`src/rtl/approx_pkg.sv`:
```
// Shared definitions for the approximate-adder pipeline: mode encoding and
// the helpers that split the carry chain into near-equal segments.
package approx_pkg;

  localparam logic MODE_EXACT  = 1'b0;
  localparam logic MODE_APPROX = 1'b1;

  // Width of segment idx; the remainder bits go to the lowest segments.
  function automatic int seg_width(input int width, input int stages, input int idx);
    return width / stages + ((idx < (width % stages)) ? 1 : 0);
  endfunction

  // Bit position where segment idx starts.
  function automatic int seg_lo(input int width, input int stages, input int idx);
    int lo;
    lo = 0;
    for (int i = 0; i < idx; i++) begin
      lo += seg_width(width, stages, i);
    end
    return lo;
  endfunction

endpackage

```
`src/rtl/approx_add_seg.sv`:
```
// One carry segment: exact ripple sum and lower-part-OR approximate sum side
// by side, each with its own carry in and carry out.
module approx_add_seg
  import approx_pkg::*;
#(
  parameter int SEG_W    = 6,
  parameter int LO       = 0,
  parameter int APPROX_K = 5
) (
  input  logic [SEG_W-1:0] a,
  input  logic [SEG_W-1:0] b,
  input  logic             ex_cin,
  input  logic             ap_cin,
  output logic [SEG_W-1:0] ex_sum,
  output logic [SEG_W-1:0] ap_sum,
  output logic             ex_cout,
  output logic             ap_cout
);

  always_comb begin
    logic ec;
    logic ac;
    ec     = ex_cin;
    ac     = ap_cin;
    ex_sum = '0;
    ap_sum = '0;
    for (int i = 0; i < SEG_W; i++) begin
      ex_sum[i] = a[i] ^ b[i] ^ ec;
      ec        = (a[i] & b[i]) | (ec & (a[i] ^ b[i]));
      if (LO + i < APPROX_K) begin
        // Lower part: OR only; the top approximated bit of B feeds the upper carry.
        ap_sum[i] = a[i] | b[i];
        ac        = (LO + i == APPROX_K - 1) ? b[i] : 1'b0;
      end else begin
        ap_sum[i] = a[i] ^ b[i] ^ ac;
        ac        = (a[i] & b[i]) | (ac & (a[i] ^ b[i]));
      end
    end
    ex_cout = ec;
    ap_cout = ac;
  end

endmodule

```
`src/rtl/approx_add_pipe.sv`:
```
// Pipelined exact/approximate adder: the carry chain is cut into STAGES
// registered segments; the exact sum rides along to produce err/wce/err_cnt.
module approx_add_pipe
  import approx_pkg::*;
#(
  parameter int WIDTH    = 12,
  parameter int APPROX_K = 5,
  parameter int STAGES   = 2
) (
  input  logic             clk,
  input  logic             rst,
  input  logic             in_valid,
  output logic             in_ready,
  input  logic [WIDTH-1:0] a_i,
  input  logic [WIDTH-1:0] b_i,
  input  logic             mode_i,
  output logic             out_valid,
  input  logic             out_ready,
  output logic [WIDTH:0]   sum_o,
  output logic [WIDTH:0]   err_o,
  output logic [WIDTH:0]   wce_o,
  output logic [31:0]      err_cnt_o
);

  localparam int LAST = STAGES - 1;

  logic advance;

  // Stage registers
  logic             r_valid [STAGES];
  logic [WIDTH-1:0] r_a     [STAGES];
  logic [WIDTH-1:0] r_b     [STAGES];
  logic             r_mode  [STAGES];
  logic [WIDTH:0]   r_ex    [STAGES];
  logic [WIDTH:0]   r_ap    [STAGES];
  logic             r_exc   [STAGES];
  logic             r_apc   [STAGES];

  // What each stage sees on its input side, and what it will register
  logic             s_valid [STAGES];
  logic [WIDTH-1:0] s_a     [STAGES];
  logic [WIDTH-1:0] s_b     [STAGES];
  logic             s_mode  [STAGES];
  logic [WIDTH:0]   s_ex    [STAGES];
  logic [WIDTH:0]   s_ap    [STAGES];
  logic             s_exc   [STAGES];
  logic             s_apc   [STAGES];
  logic [WIDTH:0]   n_ex    [STAGES];
  logic [WIDTH:0]   n_ap    [STAGES];
  logic             n_exc   [STAGES];
  logic             n_apc   [STAGES];

  // The whole pipe moves or holds as one; bubbles travel as invalid stages.
  assign advance  = !out_valid || out_ready;
  assign in_ready = advance;

  always_comb begin
    s_valid[0] = in_valid;
    s_a[0]     = a_i;
    s_b[0]     = b_i;
    s_mode[0]  = mode_i;
    s_ex[0]    = '0;
    s_ap[0]    = '0;
    s_exc[0]   = 1'b0;
    s_apc[0]   = 1'b0;
    for (int s = 1; s < STAGES; s++) begin
      s_valid[s] = r_valid[s-1];
      s_a[s]     = r_a[s-1];
      s_b[s]     = r_b[s-1];
      s_mode[s]  = r_mode[s-1];
      s_ex[s]    = r_ex[s-1];
      s_ap[s]    = r_ap[s-1];
      s_exc[s]   = r_exc[s-1];
      s_apc[s]   = r_apc[s-1];
    end
  end

  for (genvar gs = 0; gs < STAGES; gs++) begin : g_stage
    localparam int LO = seg_lo(WIDTH, STAGES, gs);
    localparam int SW = seg_width(WIDTH, STAGES, gs);

    logic [SW-1:0] seg_ex;
    logic [SW-1:0] seg_ap;
    logic          exc;
    logic          apc;

    approx_add_seg #(
      .SEG_W   (SW),
      .LO      (LO),
      .APPROX_K(APPROX_K)
    ) u_seg (
      .a      (s_a[gs][LO +: SW]),
      .b      (s_b[gs][LO +: SW]),
      .ex_cin (s_exc[gs]),
      .ap_cin (s_apc[gs]),
      .ex_sum (seg_ex),
      .ap_sum (seg_ap),
      .ex_cout(exc),
      .ap_cout(apc)
    );

    // The final segment folds its carry out into the result MSB.
    if (gs == LAST) begin : g_last
      assign n_ex[gs] = s_ex[gs] | ((WIDTH+1)'({exc, seg_ex}) << LO);
      assign n_ap[gs] = s_ap[gs] | ((WIDTH+1)'({apc, seg_ap}) << LO);
    end else begin : g_mid
      assign n_ex[gs] = s_ex[gs] | ((WIDTH+1)'(seg_ex) << LO);
      assign n_ap[gs] = s_ap[gs] | ((WIDTH+1)'(seg_ap) << LO);
    end
    assign n_exc[gs] = exc;
    assign n_apc[gs] = apc;
  end

  always_ff @(posedge clk) begin
    if (rst) begin
      for (int s = 0; s < STAGES; s++) begin
        r_valid[s] <= 1'b0;
        r_a[s]     <= '0;
        r_b[s]     <= '0;
        r_mode[s]  <= MODE_EXACT;
        r_ex[s]    <= '0;
        r_ap[s]    <= '0;
        r_exc[s]   <= 1'b0;
        r_apc[s]   <= 1'b0;
      end
    end else if (advance) begin
      for (int s = 0; s < STAGES; s++) begin
        r_valid[s] <= s_valid[s];
        r_a[s]     <= s_a[s];
        r_b[s]     <= s_b[s];
        r_mode[s]  <= s_mode[s];
        r_ex[s]    <= n_ex[s];
        r_ap[s]    <= n_ap[s];
        r_exc[s]   <= n_exc[s];
        r_apc[s]   <= n_apc[s];
      end
    end
  end

  assign out_valid = r_valid[LAST];
  assign sum_o     = (r_mode[LAST] == MODE_APPROX) ? r_ap[LAST] : r_ex[LAST];
  assign err_o     = (sum_o >= r_ex[LAST]) ? (sum_o - r_ex[LAST]) : (r_ex[LAST] - sum_o);

  // Error statistics count delivered results only.
  always_ff @(posedge clk) begin
    if (rst) begin
      wce_o     <= '0;
      err_cnt_o <= '0;
    end else if (out_valid && out_ready) begin
      if (err_o > wce_o) begin
        wce_o <= err_o;
      end
      if ((err_o != '0) && (err_cnt_o != 32'hFFFF_FFFF)) begin
        err_cnt_o <= err_cnt_o + 32'd1;
      end
    end
  end

endmodule

```
`config.mk`:
```
export PLATFORM = sky130hd
export DESIGN_NAME = approx_add_pipe
export DESIGN_NICKNAME = d
export VERILOG_FILES = /design/src/rtl/approx_pkg.sv /design/src/rtl/approx_add_seg.sv /design/src/rtl/approx_add_pipe.sv
export SDC_FILE = /design/constraint.sdc
export NUM_CORES = 1
export LEC_CHECK = 0
export BUFFER_PORTS_ARGS = -buffer_cell sky130_fd_sc_hd__buf_2
export CAP_MARGIN = 20
export CORE_MARGIN = 2
export CORE_UTILIZATION = 60
export CTS_BUF_LIST = sky130_fd_sc_hd__clkbuf_4
export DETAILED_ROUTE_END_ITERATION = 8
export PLACE_DENSITY = 0.91
export SYNTH_ARGS = -nofsm -noshare
export SYNTH_HDL_FRONTEND = slang
export SYNTH_SLANG_ARGS = --single-unit
```
`constraint.sdc`:
```
create_clock -name clk -period 5.8 [get_ports clk]
set_input_delay 0.58 -clock clk [delete_from_list [all_inputs] [get_ports clk]]
set_output_delay 0.58 -clock clk [all_outputs]
set_load 0.02 [all_outputs]
```
==> results.rst <==
.. list-table::
   :header-rows: 1

   * - Metric
     - Value
   * - Leakage power of the design
     - about 0.0035 uW
   * - Clock network power share
     - 0.162
   * - Final critical delay including setup and external delays
     - between 5 and 6 ns
   * - Final antenna-violating net count
     - 0
   * - Number of nets produced by synthesis
     - about 860
   * - Leading register cell type out of synthesis
     - edfxtp_1
   * - Number of design-rule violations left by the first detailed-router iteration
     - approximately 550
   * - Status
     - complete, but fails checks
   * - Gate count after technology mapping
     - between 700 and 800
   * - Crit path setup slack, layout
     - between 0.4 and 0.5 ns
   * - Core ar.
     - between 0.01 and 0.015 mm^2
   * - Global-route wire length before repair
     - approximately 28 mm
   * - Post-synthesis async set-or-reset flop share
     - 0
   * - Total number of placement rows
     - 39
   * - Combinational Power Share
     - 0.525
   * - Data arrival, critical path
     - approximately 5.7 ns
   * - FF+latch count, synth
     - approximately 100
   * - Sort of element at the start of the critical path
     - flop
   * - Clock Latency Late Sink
     - 0.48 ns
   * - Starting utilization of the core area
     - 0.620
   * - Tightest hold margin
     - 0.377 ns
   * - First-pass DRT Iterations
     - 8
   * - P_sw
     - between 1000 and 1500 uW
   * - Pin count of the biggest net entering global routing
     - 73
   * - Full die area
     - approximately 0.013 mm^2
   * - Peak VDD IR
     - 195 uV
   * - Cell Pwr Density
     - 342 mW/mm^2
   * - Setup Viol. Count Final
     - 0
   * - Total Routed Length
     - between 15 and 20 mm
   * - Number of global-route vias before repair
     - 5738
   * - Maximum net fanout on the critical path
     - 14
   * - Portion of total power attributed to sequential cells
     - 0.314
   * - RSZ-0062 raised after global routing
     - no
   * - Cell-internal power
     - ~1500 uW
   * - Required @ worst endpoint
     - 6.13 ns
   * - Count of final max-slew check failures
     - 0
   * - Share of synthesized area occupied by flip-flops and latches
     - 0.362
   * - Category of the most critical setup path
     - reg2reg
   * - Syn_area_per_cell
     - ~9.3 um^2
   * - Hold WC Path Type
     - in2reg
   * - Most used standard cell by instance count after synthesis
     - inv_1
   * - Largest cells by area after synthesis
     - edfxtp_1, dfxtp_1, ha_1
   * - Commonest cells in the synthesized netlist
     - inv_1, nor2_1, edfxtp_1
   * - I/O pins
     - 102
   * - DIE WIDTH
     - 113 um
   * - Violated checks
     - DRC
   * - Actual transition at the worst max-transition pin
     - around 0.7 ns
   * - Max-cap viol count
     - 0
   * - Number of I/O port buffers
     - around 100
   * - Endpoint type of the worst setup path
     - flop
   * - H-Tree Level Count
     - 3
   * - Proportion of netlist area held by the largest area contributor
     - 0.236
   * - Post-place setup slack
     - roughly 0.47 ns
   * - Synthesized area
     - about 0.0071 mm^2
   * - Post-synth cell types
     - 68
   * - Share of total power consumed by net switching
     - 0.447
   * - Clk sink count
     - around 100
   * - Die Ht
     - 113 um
   * - Initial antenna violation count
     - 1
   * - Post-cts repair resize count
     - 0
   * - Multi-input combinational cell area
     - ~0.0041 mm^2
   * - Clock tree root driver cell
     - clkbuf_4
   * - Post-synth EDFFs
     - 56
   * - Top achievable clock speed
     - 0.186 GHz
   * - Fill cell count
     - ~900
   * - Post-route standard cell area excluding fillers
     - 0.00790 mm^2
   * - Layout Cells excl Fill
     - approximately 1000
   * - Final weighted congestion of routability-driven global placement
     - around 0.93
   * - Vias/cell
     - approximately 6.0
   * - Clock tree from TritonCTS
     - done
   * - Gr usage total
     - 0.274
   * - Warning count from the yosys run
     - 0
   * - Number of buffers added by the clock tree synthesis step
     - 9
   * - Seq. cell area
     - around 0.0026 mm^2
   * - Vias
     - between 6000 and 7000
   * - Final Net Count
     - 949
   * - Clock-pin transition on the worst setup and hold timing paths
     - around 0.16 ns
   * - Avg WL per Cell
     - about 17 um
   * - Worst slew margin
     - 0.534
   * - Share of layout cells above drive strength 1
     - 0.194
   * - Final routed DRC violation total
     - 7
   * - Setup TNS Final
     - 0 ns
   * - Share of the clock period used by the worst path
     - 0.929
   * - Area added between synthesis and finish
     - 10.6%
   * - Number of endpoints with negative hold slack in the final report
     - 0
   * - Standard cell area after detailed placement
     - 0.00770 mm^2
   * - Post-Route Skew
     - between 0.02 and 0.025 ns
   * - Count of placed standard cells including taps
     - between 900 and 1000
   * - Leading area contributor after synthesis
     - edfxtp_1
   * - Residual overflow from global routing
     - 0
   * - Post-detailed-placement half-perimeter wirelength
     - between 10 and 15 mm
   * - Bufs on Longest Clock Path
     - 2
==> cells by family after synthesis <==
kind of cell               synth area share
and+or+nand+nor                       0.240
muxes                                0.0433
DFF                                   0.362
adders and majority gates             0.137
AOI/OAI and AO/OA                     0.150
xor gates and xnor gates            0.00123
buffers and inverters                0.0675
==> layer usage <==
layer	vias up	GRT usage	wire, um
met2	261	0.459	8530
met3	50	0.0396	1060
li1	2892	-	-
met5	-	0	0
met1	2865	0.355	7190
met4	0	0.120	584
==> layout by cell type (no fill, tap or decap), types with 3 or more instances in the layout <==
cell,count
clkbuf_4,9
nor2b_1,22
a21o_1,8
a21oi_1,50
ha_1,46
nor3_1,9
nor3_2,5
nand3_1,23
o22ai_1,3
buf_2,101
and3_1,9
or3_1,9
nand4_2,3
o21a_1,15
dfxtp_1,45
nor4_1,8
o21ai_1,7
nand2b_1,11
or2_2,3
mux2_1,11
edfxtp_1,56
nor2_1,60
o31ai_1,6
o21ai_0,17
o211ai_1,8
nor4_2,5
buf_4,8
o21bai_1,5
nand4_1,13
a211oi_1,12
fa_1,20
and2_1,46
and4_1,3
inv_1,80
nand3b_1,5
nand2_1,46
or4_1,11
a21oi_2,3
mux2_4,11
==> what timing repair did <==
| item | CTS | global route |
|---|---|---|
| hold buffers | 0 | 0 |
| buffers inserted | 0 | 1 |
| setup endpoints to repair | 0 | 12 |
==> final timing paths <==
kind / startpoint / cells past startpoint / slack (ns) / end
max: r_mode[0][1] / 19 / 0.41 / wce_o[7]
min: b_i[7] / 2 / 0.38 / r_b[0][7]
max reg2reg: r_mode[0][1] / 19 / 0.41 / wce_o[7]
min reg2reg: wce_o[11] / 2 / 0.51 / wce_o[11]
==> through the flow <==
step / util / total power (uW)
global placement: 0.669 / 2210
detailed placement: 0.669 / 2240
global route: 0.686 / 2880
finish: 0.686 / 2700
floorplan: - / 1870
CTS: 0.684 / 2680
==> registers in the layout, summed over array words and instances, names as in the netlist <==
signal and cells:
err_cnt_o 32, r_ap 19, r_ex 19, wce_o 13, r_a 6, r_b 6, r_mode 2, r_valid 2
r_apc 1, r_exc 1
==> cell type report <==
class | count | share of cell area
clock inverter | 7 | 0.0133
multi-input combinational | 552 | 0.517
tap | 143 | 0.0227
timing repair buffer | 110 | 0.0735
inverter | 80 | 0.0380
clock buffer | 9 | 0.00856
antenna | 1 | 0.000317
sequential | 101 | 0.327
==> power groups by stage <==
stage,sequential [uW],combinational [uW],clock [uW]
finish,847,1420,437
global route,853,1560,473
CTS,848,1390,440
detailed placement,863,1380,0
global placement,859,1360,0
floorplan,866,1010,0
==> critical path: stages (launching register included) <==
cell,delay (ns)
edfxtp_1,0.62
buf_4,0.28
o21a_1,0.22
ha_1,0.56
nand4_2,0.22
nor4_4,0.36
a211o_1,0.40
nor2_2,0.13
mux2i_1,0.27
inv_1,0.10
ha_1,0.30
nor2b_1,0.14
o21a_1,0.16
o21a_1,0.15
o21ai_0,0.14
a21oi_1,0.11
o311ai_1,0.34
nand3_1,0.41
a21oi_1,0.26
a211oi_1,0.07
No activity file was read; power rests on OpenSTA's default activity.
